===== src/rtl/inst_buffer_pkg.sv =====
// Shared types and defaults for the fetch-to-decode instruction buffer.
// Entry layout, bus widths, default depth/margin and a small popcount helper.
package inst_buffer_pkg;

    localparam int INST_W = 32;
    localparam int ADDR_W = 32;
    localparam int INST_BUF_DEPTH = 16;
    localparam int INST_BUF_MARGIN = 4;

    typedef struct packed {
        logic [ADDR_W-1:0] addr;
        logic [INST_W-1:0] inst;
    } ib_entry_t;

    // number of set bits in a 2-slot mask
    function automatic logic [1:0] ones2(input logic [1:0] m);
        return {1'b0, m[0]} + {1'b0, m[1]};
    endfunction

endpackage


===== src/rtl/inst_buffer_if.sv =====
// Fetch/decode-facing bundle of the instruction buffer.
// master = fetch + decode side, slave = the buffer itself.
interface inst_buffer_if;
    import inst_buffer_pkg::*;

    logic              flush;
    logic [1:0]        wr_valid;
    logic [INST_W-1:0] wr_inst0;
    logic [INST_W-1:0] wr_inst1;
    logic [ADDR_W-1:0] wr_addr0;
    logic [ADDR_W-1:0] wr_addr1;
    logic [1:0]        issue_en;
    logic [1:0]        rd_valid;
    logic [INST_W-1:0] rd_inst0;
    logic [INST_W-1:0] rd_inst1;
    logic [ADDR_W-1:0] rd_addr0;
    logic [ADDR_W-1:0] rd_addr1;
    logic              instbuffer_full;
    logic              ovf_err;

    modport master (
        output flush, wr_valid, wr_inst0, wr_inst1,
        output wr_addr0, wr_addr1, issue_en,
        input  rd_valid, rd_inst0, rd_inst1,
        input  rd_addr0, rd_addr1, instbuffer_full, ovf_err
    );

    modport slave (
        input  flush, wr_valid, wr_inst0, wr_inst1,
        input  wr_addr0, wr_addr1, issue_en,
        output rd_valid, rd_inst0, rd_inst1,
        output rd_addr0, rd_addr1, instbuffer_full, ovf_err
    );

endinterface


===== src/rtl/inst_buffer_mem.sv =====
// Entry storage: DEPTH x 64b array, two writes to consecutive slots,
// two asynchronous reads at raddr and raddr+1 (both wrap modulo DEPTH).
module inst_buffer_mem
    import inst_buffer_pkg::*;
#(
    parameter int DEPTH = INST_BUF_DEPTH,
    parameter int AW    = $clog2(DEPTH)
) (
    input  logic      clk,
    input  logic      we0,
    input  logic      we1,
    input  logic [AW-1:0] waddr,
    input  ib_entry_t wdata0,
    input  ib_entry_t wdata1,
    input  logic [AW-1:0] raddr,
    output ib_entry_t rdata0,
    output ib_entry_t rdata1
);

    ib_entry_t     mem [DEPTH];
    logic [AW-1:0] waddr1;
    logic [AW-1:0] raddr1;

    assign waddr1 = waddr + AW'(1);
    assign raddr1 = raddr + AW'(1);

    // storage is not reset; validity is tracked by the owner's count
    always_ff @(posedge clk) begin
        if (we0) mem[waddr] <= wdata0;
        if (we1) mem[waddr1] <= wdata1;
    end

    assign rdata0 = mem[raddr];
    assign rdata1 = mem[raddr1];

endmodule


===== src/rtl/inst_buffer.sv =====
// Fetch-to-decode instruction FIFO: 2-wide push from icache, 2-wide pop
// to dual-issue decode, early full for in-flight fetches, 1-cycle flush.
module inst_buffer
    import inst_buffer_pkg::*;
#(
    parameter int DEPTH       = INST_BUF_DEPTH,
    parameter int FULL_MARGIN = INST_BUF_MARGIN
) (
    input logic       clk,
    input logic       resetn,
    inst_buffer_if.slave bus
);

    localparam int AW = $clog2(DEPTH);
    localparam int CW = AW + 1;
    localparam int FW = AW + 2;
    localparam logic [FW-1:0] DEPTH_F  = FW'(DEPTH);
    localparam logic [FW-1:0] MARGIN_F = FW'(FULL_MARGIN);

    logic [AW-1:0] head;
    logic [AW-1:0] tail;
    logic [CW-1:0] count;
    logic          ovf_q;

    logic [1:0]    rd_valid;
    logic [1:0]    npop;
    logic [1:0]    want;
    logic [1:0]    npush;
    logic [FW-1:0] free_now;
    logic [FW-1:0] free;
    logic          we0;
    logic          we1;
    ib_entry_t     wdata0;
    ib_entry_t     wdata1;
    ib_entry_t     rdata0;
    ib_entry_t     rdata1;

    // occupancy status; pops free room for same-cycle pushes, slot 0 first
    always_comb begin
        rd_valid = {count >= CW'(2), count >= CW'(1)};
        npop     = ones2(bus.issue_en & rd_valid);
        want     = ones2(bus.wr_valid);
        free_now = DEPTH_F - FW'(count);
        free     = free_now + FW'(npop);
        npush    = (free >= FW'(want)) ? want : free[1:0];
        we0      = !bus.flush && (npush != 2'd0);
        we1      = !bus.flush && (npush == 2'd2);
    end

    assign wdata0 = '{addr: bus.wr_addr0, inst: bus.wr_inst0};
    assign wdata1 = '{addr: bus.wr_addr1, inst: bus.wr_inst1};

    inst_buffer_mem #(
        .DEPTH (DEPTH),
        .AW    (AW)
    ) u_mem (
        .clk    (clk),
        .we0    (we0),
        .we1    (we1),
        .waddr  (tail),
        .wdata0 (wdata0),
        .wdata1 (wdata1),
        .raddr  (head),
        .rdata0 (rdata0),
        .rdata1 (rdata1)
    );

    // pointer and count update; flush discards all same-cycle traffic
    always_ff @(posedge clk or negedge resetn) begin
        if (!resetn) begin
            head  <= '0;
            tail  <= '0;
            count <= '0;
            ovf_q <= 1'b0;
        end else if (bus.flush) begin
            head  <= '0;
            tail  <= '0;
            count <= '0;
            ovf_q <= 1'b0;
        end else begin
            head  <= head + AW'(npop);
            tail  <= tail + AW'(npush);
            count <= count + CW'(npush) - CW'(npop);
            ovf_q <= (want != npush);
        end
    end

    assign bus.rd_valid        = rd_valid;
    assign bus.rd_inst0        = rd_valid[0] ? rdata0.inst : '0;
    assign bus.rd_addr0        = rd_valid[0] ? rdata0.addr : '0;
    assign bus.rd_inst1        = rd_valid[1] ? rdata1.inst : '0;
    assign bus.rd_addr1        = rd_valid[1] ? rdata1.addr : '0;
    assign bus.instbuffer_full = free_now < MARGIN_F;
    assign bus.ovf_err         = ovf_q;

    a_wr_enc: assert property (@(posedge clk) disable iff (!resetn)
        bus.wr_valid != 2'b10);
    a_iss_enc: assert property (@(posedge clk) disable iff (!resetn)
        bus.issue_en != 2'b10);

endmodule


===== src/flat_wrapper.sv =====
// flat-port wrapper written by rule: the top's interface ports become plain ports
module inst_buffer_flat import inst_buffer_pkg::*;
#(
    parameter int DEPTH       = INST_BUF_DEPTH,
    parameter int FULL_MARGIN = INST_BUF_MARGIN
)
  (clk, resetn, bus_flush, bus_wr_valid, bus_wr_inst0, bus_wr_inst1, bus_wr_addr0, bus_wr_addr1, bus_issue_en, bus_rd_valid, bus_rd_inst0, bus_rd_inst1, bus_rd_addr0, bus_rd_addr1, bus_instbuffer_full, bus_ovf_err);
  inst_buffer_if bus_i ();
  input logic clk;
  input logic resetn;
  input wire logic [$bits(bus_i.flush)-1:0] bus_flush;
  input wire logic [$bits(bus_i.wr_valid)-1:0] bus_wr_valid;
  input wire logic [$bits(bus_i.wr_inst0)-1:0] bus_wr_inst0;
  input wire logic [$bits(bus_i.wr_inst1)-1:0] bus_wr_inst1;
  input wire logic [$bits(bus_i.wr_addr0)-1:0] bus_wr_addr0;
  input wire logic [$bits(bus_i.wr_addr1)-1:0] bus_wr_addr1;
  input wire logic [$bits(bus_i.issue_en)-1:0] bus_issue_en;
  output wire logic [$bits(bus_i.rd_valid)-1:0] bus_rd_valid;
  output wire logic [$bits(bus_i.rd_inst0)-1:0] bus_rd_inst0;
  output wire logic [$bits(bus_i.rd_inst1)-1:0] bus_rd_inst1;
  output wire logic [$bits(bus_i.rd_addr0)-1:0] bus_rd_addr0;
  output wire logic [$bits(bus_i.rd_addr1)-1:0] bus_rd_addr1;
  output wire logic [$bits(bus_i.instbuffer_full)-1:0] bus_instbuffer_full;
  output wire logic [$bits(bus_i.ovf_err)-1:0] bus_ovf_err;
  assign bus_i.flush = bus_flush;
  assign bus_i.wr_valid = bus_wr_valid;
  assign bus_i.wr_inst0 = bus_wr_inst0;
  assign bus_i.wr_inst1 = bus_wr_inst1;
  assign bus_i.wr_addr0 = bus_wr_addr0;
  assign bus_i.wr_addr1 = bus_wr_addr1;
  assign bus_i.issue_en = bus_issue_en;
  assign bus_rd_valid = bus_i.rd_valid;
  assign bus_rd_inst0 = bus_i.rd_inst0;
  assign bus_rd_inst1 = bus_i.rd_inst1;
  assign bus_rd_addr0 = bus_i.rd_addr0;
  assign bus_rd_addr1 = bus_i.rd_addr1;
  assign bus_instbuffer_full = bus_i.instbuffer_full;
  assign bus_ovf_err = bus_i.ovf_err;
  inst_buffer #(.DEPTH(DEPTH), .FULL_MARGIN(FULL_MARGIN)) u_core (.clk(clk), .resetn(resetn), .bus(bus_i));
endmodule

===== config.mk =====
export PLATFORM = sky130hd
export DESIGN_NAME = inst_buffer_flat
export DESIGN_NICKNAME = d
export VERILOG_FILES = /design/src/rtl/inst_buffer_pkg.sv /design/src/rtl/inst_buffer_if.sv /design/src/rtl/inst_buffer_mem.sv /design/src/rtl/inst_buffer.sv /design/src/flat_wrapper.sv
export SDC_FILE = /design/constraint.sdc
export NUM_CORES = 2
export LEC_CHECK = 0
export CORE_ASPECT_RATIO = 0.8
export CORE_MARGIN = 2
export CORE_UTILIZATION = 35
export CTS_CLUSTER_SIZE = 10
export DETAILED_ROUTE_END_ITERATION = 16
export PLACE_DENSITY = 0.54
export SLEW_MARGIN = 20
export SYNTH_ARGS = -nofsm -noshare
export SYNTH_HDL_FRONTEND = slang
export SYNTH_HIERARCHICAL = 1
export SYNTH_SLANG_ARGS = --single-unit

===== constraint.sdc =====
create_clock -name clk -period 10.4 [get_ports clk]
set_input_delay 2.08 -clock clk [delete_from_list [all_inputs] [get_ports clk]]
set_output_delay 2.08 -clock clk [all_outputs]
set_load 0.005 [all_outputs]

==> metrics.md <==
| Metric | Value |
|---|---|
| Crit path kind | flop to output port |
| Endpoint class of the critical path | output port |
| Hold Vio Cnt, Final | 0 |
| TritonCTS clock tree | yes |
| Post-Synth Adder-Cell Area | 0.538% |
| Die footprint | around 0.18 mm2 |
| # clock sinks | a little over 1000 |
| Chip Width | between 400 and 500 um |
| Core area | 0.172 mm2 |
| Proportion of layout cells with a drive suffix above 1 | between 40% and 50% |
| Filler instances | ~16000 |
| Post-Route M1 WL | about 88 mm |
| Clock Path Buffers | 3 |
| TNS Setup | 0 ns |
| Total gr overflow | 0 |
| Worst path arrival time | about 5.6 ns |
| CTS buffer count | between 100 and 150 |
| Synthesized cell area | 0.0609 mm2 |
| Synthesized flop and latch total | 1038 |
| Pwr dens | about 230 mW/mm2 |
| Outcome | complete, no violations |
| Worst EP required | approximately 8.3 ns |
| CP max stage cell | dfrtp_4 |
| Setup Fix Bufs, Post-CTS | 0 |
| Largest net degree at the start of global routing | roughly 140 |
| Post-Synth XOR/XNOR Area | less than 1% |
| Synth top area share | 50.5% |
| Mapped Cells | approximately 3800 |
| # H-tree levels | 3 |
| Number of hold buffers added after cts | 0 |
| Most common cell after layout, fill and taps aside | edfxtp_1 |
| Final wirelength | 207 mm |
| DRC violations left | 0 |
| Leak | 0.0213 uW |
| Fin nets | 4034 |
| Asr flop ratio synth | 1.35% |
| Commonest non-fill, non-tap cells in the layout | 1024 x edfxtp_1, 920 x mux2_2, 512 x mux4_2 |
| Max rail drop VDD | between 0.2 and 0.25 mV |
| # IOs | 267 |
| Overall routing resource usage | 23.1% |
| CP Max Fanout | 95 |
| Worst Setup Start Kind | flop |
| Post-CTS Resized | 0 |
| Final Critical Period | 7.66 ns |
| Max-cap violation count | 0 |
| Total number of vias | 37700 |
| Via density | between 6 and 7 |
| Multi-input gate area | 0.0282 mm2 |
| Final setup vio count | 0 |
| First-pass GRT wire length | about 300 mm |
| Max Transition Viols Final | 0 |
| DP HPWL | approximately 110 mm |
| Post-Synth Simple-Gate Area | slightly above 4% |
| Worst slew pin tran | 1.14 ns |
| Yosys Warn Count | 6 |
| FF/Latch Area | between 0.03 and 0.04 mm2 |
| Compound-gate portion of the synthesized area | 3.05% |
| Met2 routed WL | 100 mm |
| Slew HR | between 20% and 30% |
| Post-synthesis mux area share | 37.9% |
| Max frequency | approximately 0.13 GHz |
| Unique masters post-synth | 52 |
| Clk_lat worst skew | between 0.7 and 0.8 ns |
| Syn nets | 3997 |
| Initial Util | 35.3% |
| Top Layer Used | met5 |
| Clk root buf | clkbuf_16 |
| Die Span Y | about 380 um |
| Sequential element share of the synthesized area | 51.1% |
| WL/cell | roughly 33 um |
| Hold Path Class | flop to flop |
| RePlAce Congestion | 0.754 |
| Number of DRC markers in iteration 0 | around 3600 |
| Setup skew after layout | 0.0281 ns |
| Largest cells by area after synthesis | edfxtp_1 50%, mux4_2 19%, mux2_2 17% |
| Post-route ant nets | 0 |
| Rows | 136 |
| First-pass DRT Iterations | 5 |
| Count of flip-flops with a built-in enable after synthesis | 1024 |
| RSZ-0062 raised after global routing | false |
| Layout area overhead | 13.2% |
| Final period util | 73.7% |
| Critical Path, Cell by Cell | buf_12 -> a21bo_2 -> a41o_4 -> buf_4 -> a22oi_1 -> nand3_1 -> and2_1 -> clkdlybuf4s50_1 |
| Met3 Routed Length | ~13 mm |
| Port buffer count | 266 |
| Initial antenna violation count | 29 |
| Clock input transition at the sequential cells of the worst setup and hold paths | approximately 0.06 ns |
| Largest family of logic cells by synthesized area | multiplexers |
| End-of-flow core utilization | 40.0% |
| Ys flop type | edfxtp_1 |
| Largest area contributor in the netlist | edfxtp_1 |
| Slowest stage delay, CP | just over 1 ns |
| Number of global-route vias before repair | 38900 |
| Syn_area_per_cell | 15.9 um2 |
[final cells by class]
type	count	area share, %
clock buffers	153	4.57
inverters	14	0.0762
repair buffers	346	4.95
diodes	10	0.0363
well taps	2277	4.13
multi-input cells	2356	41.0
clock inverters	14	0.154
flip-flops and latches	1038	45.1
[cell usage after synthesis (2+ instances only)]
cell type,instances
a22oi_1,130
nor2b_1,14
mux2_1,105
o21ai_0,133
clkbuf_1,225
buf_2,187
nand2_1,204
nor2_1,26
mux2i_1,2
a21oi_1,11
xor2_1,4
a211oi_1,2
nor3b_1,2
ha_1,23
a31oi_1,2
buf_1,15
mux4_2,512
a21bo_2,2
and2b_1,2
or3_1,2
nand3b_1,3
nand3_1,7
nand2b_1,8
nand4_1,66
inv_1,14
and2_1,132
nor2_2,9
xnor2_1,9
dfrtp_1,14
edfxtp_1,1024
a41o_1,2
mux2_2,920
nor3_1,6
fa_1,2
[state kept, by name, indices dropped and copies added, names as in the netlist]
signal	flops
u_core/count	5
u_core/bus.ovf_err	1
u_core/head	4
u_core/tail	4
u_core/u_mem/mem	1024
[layer usage]
layer,up-vias,track usage (%)
li1,15600,-
met1,20400,31.5
met2,1449,38.1
met3,314,3.64
met4,18,6.68
met5,-,0
[where the power goes]
part	internal (uW)	leakage (uW)	switching [uW]
registers	4840	0.00942	186
logic	3450	0.0103	3430
clock network	2100	0.00158	1710
total	10400	0.0213	5330
[path summary, 6_finish.rpt]
path | cells after the start | startpoint | to | slack, ns
worst max-delay path | 8 | u_core/head[1]$_DFF_PN0_ | bus_rd_addr1[30] | 2.74
worst min-delay path | 2 | u_core/tail[0]$_DFF_PN0_ | u_core/tail[0]$_DFF_PN0_ | 0.83
max in group asynchronous | 1 | resetn | u_core/head[1]$_DFF_PN0_ | 8.06
worst max register to register | 18 | u_core/count[2]$_DFF_PN0_ | u_core/u_mem/mem[4][22]$_DFFE_PP_ | 3.51
min in group asynchronous | 1 | resetn | u_core/count[2]$_DFF_PN0_ | 1.78
worst min register to register | 2 | u_core/tail[0]$_DFF_PN0_ | u_core/tail[0]$_DFF_PN0_ | 0.83
[cells by family after synthesis]
group	after synthesis
AOI/OAI and AO/OA	291
xor gates and xnor gates	13
adders and majority gates	25
DFF	1038
muxes	1540
and+or+nand+nor	487
buffers and inverters	443
[critical path, delay by kind of cell (launching register included)]
family,cells,cell delay (ns)
buffers and inverters,3,2.12
and+or+nand+nor,2,0.49
AOI/OAI and AO/OA,3,1.15
DFF,1,1.01
[stage by stage]
| stage | total power [uW] | setup slack, ns | instances | instance area (um2) | hold WS (ns) |
|---|---|---|---|---|---|
| floorplan | 9300 | 0.708 | 3837 | 60900 | 0.499 |
| global placement | 12100 | 2.69 | 6031 | 65600 | 0.823 |
| detailed placement | 12100 | 2.68 | 6031 | 65600 | 0.822 |
| CTS | 15900 | 2.58 | 6198 | 68900 | 0.844 |
| global route | 16400 | 2.46 | 6205 | 68900 | 0.910 |
| finish | 15700 | 2.74 | 6208 | 68900 | 0.834 |
No activity file was read; power rests on OpenSTA's default activity.
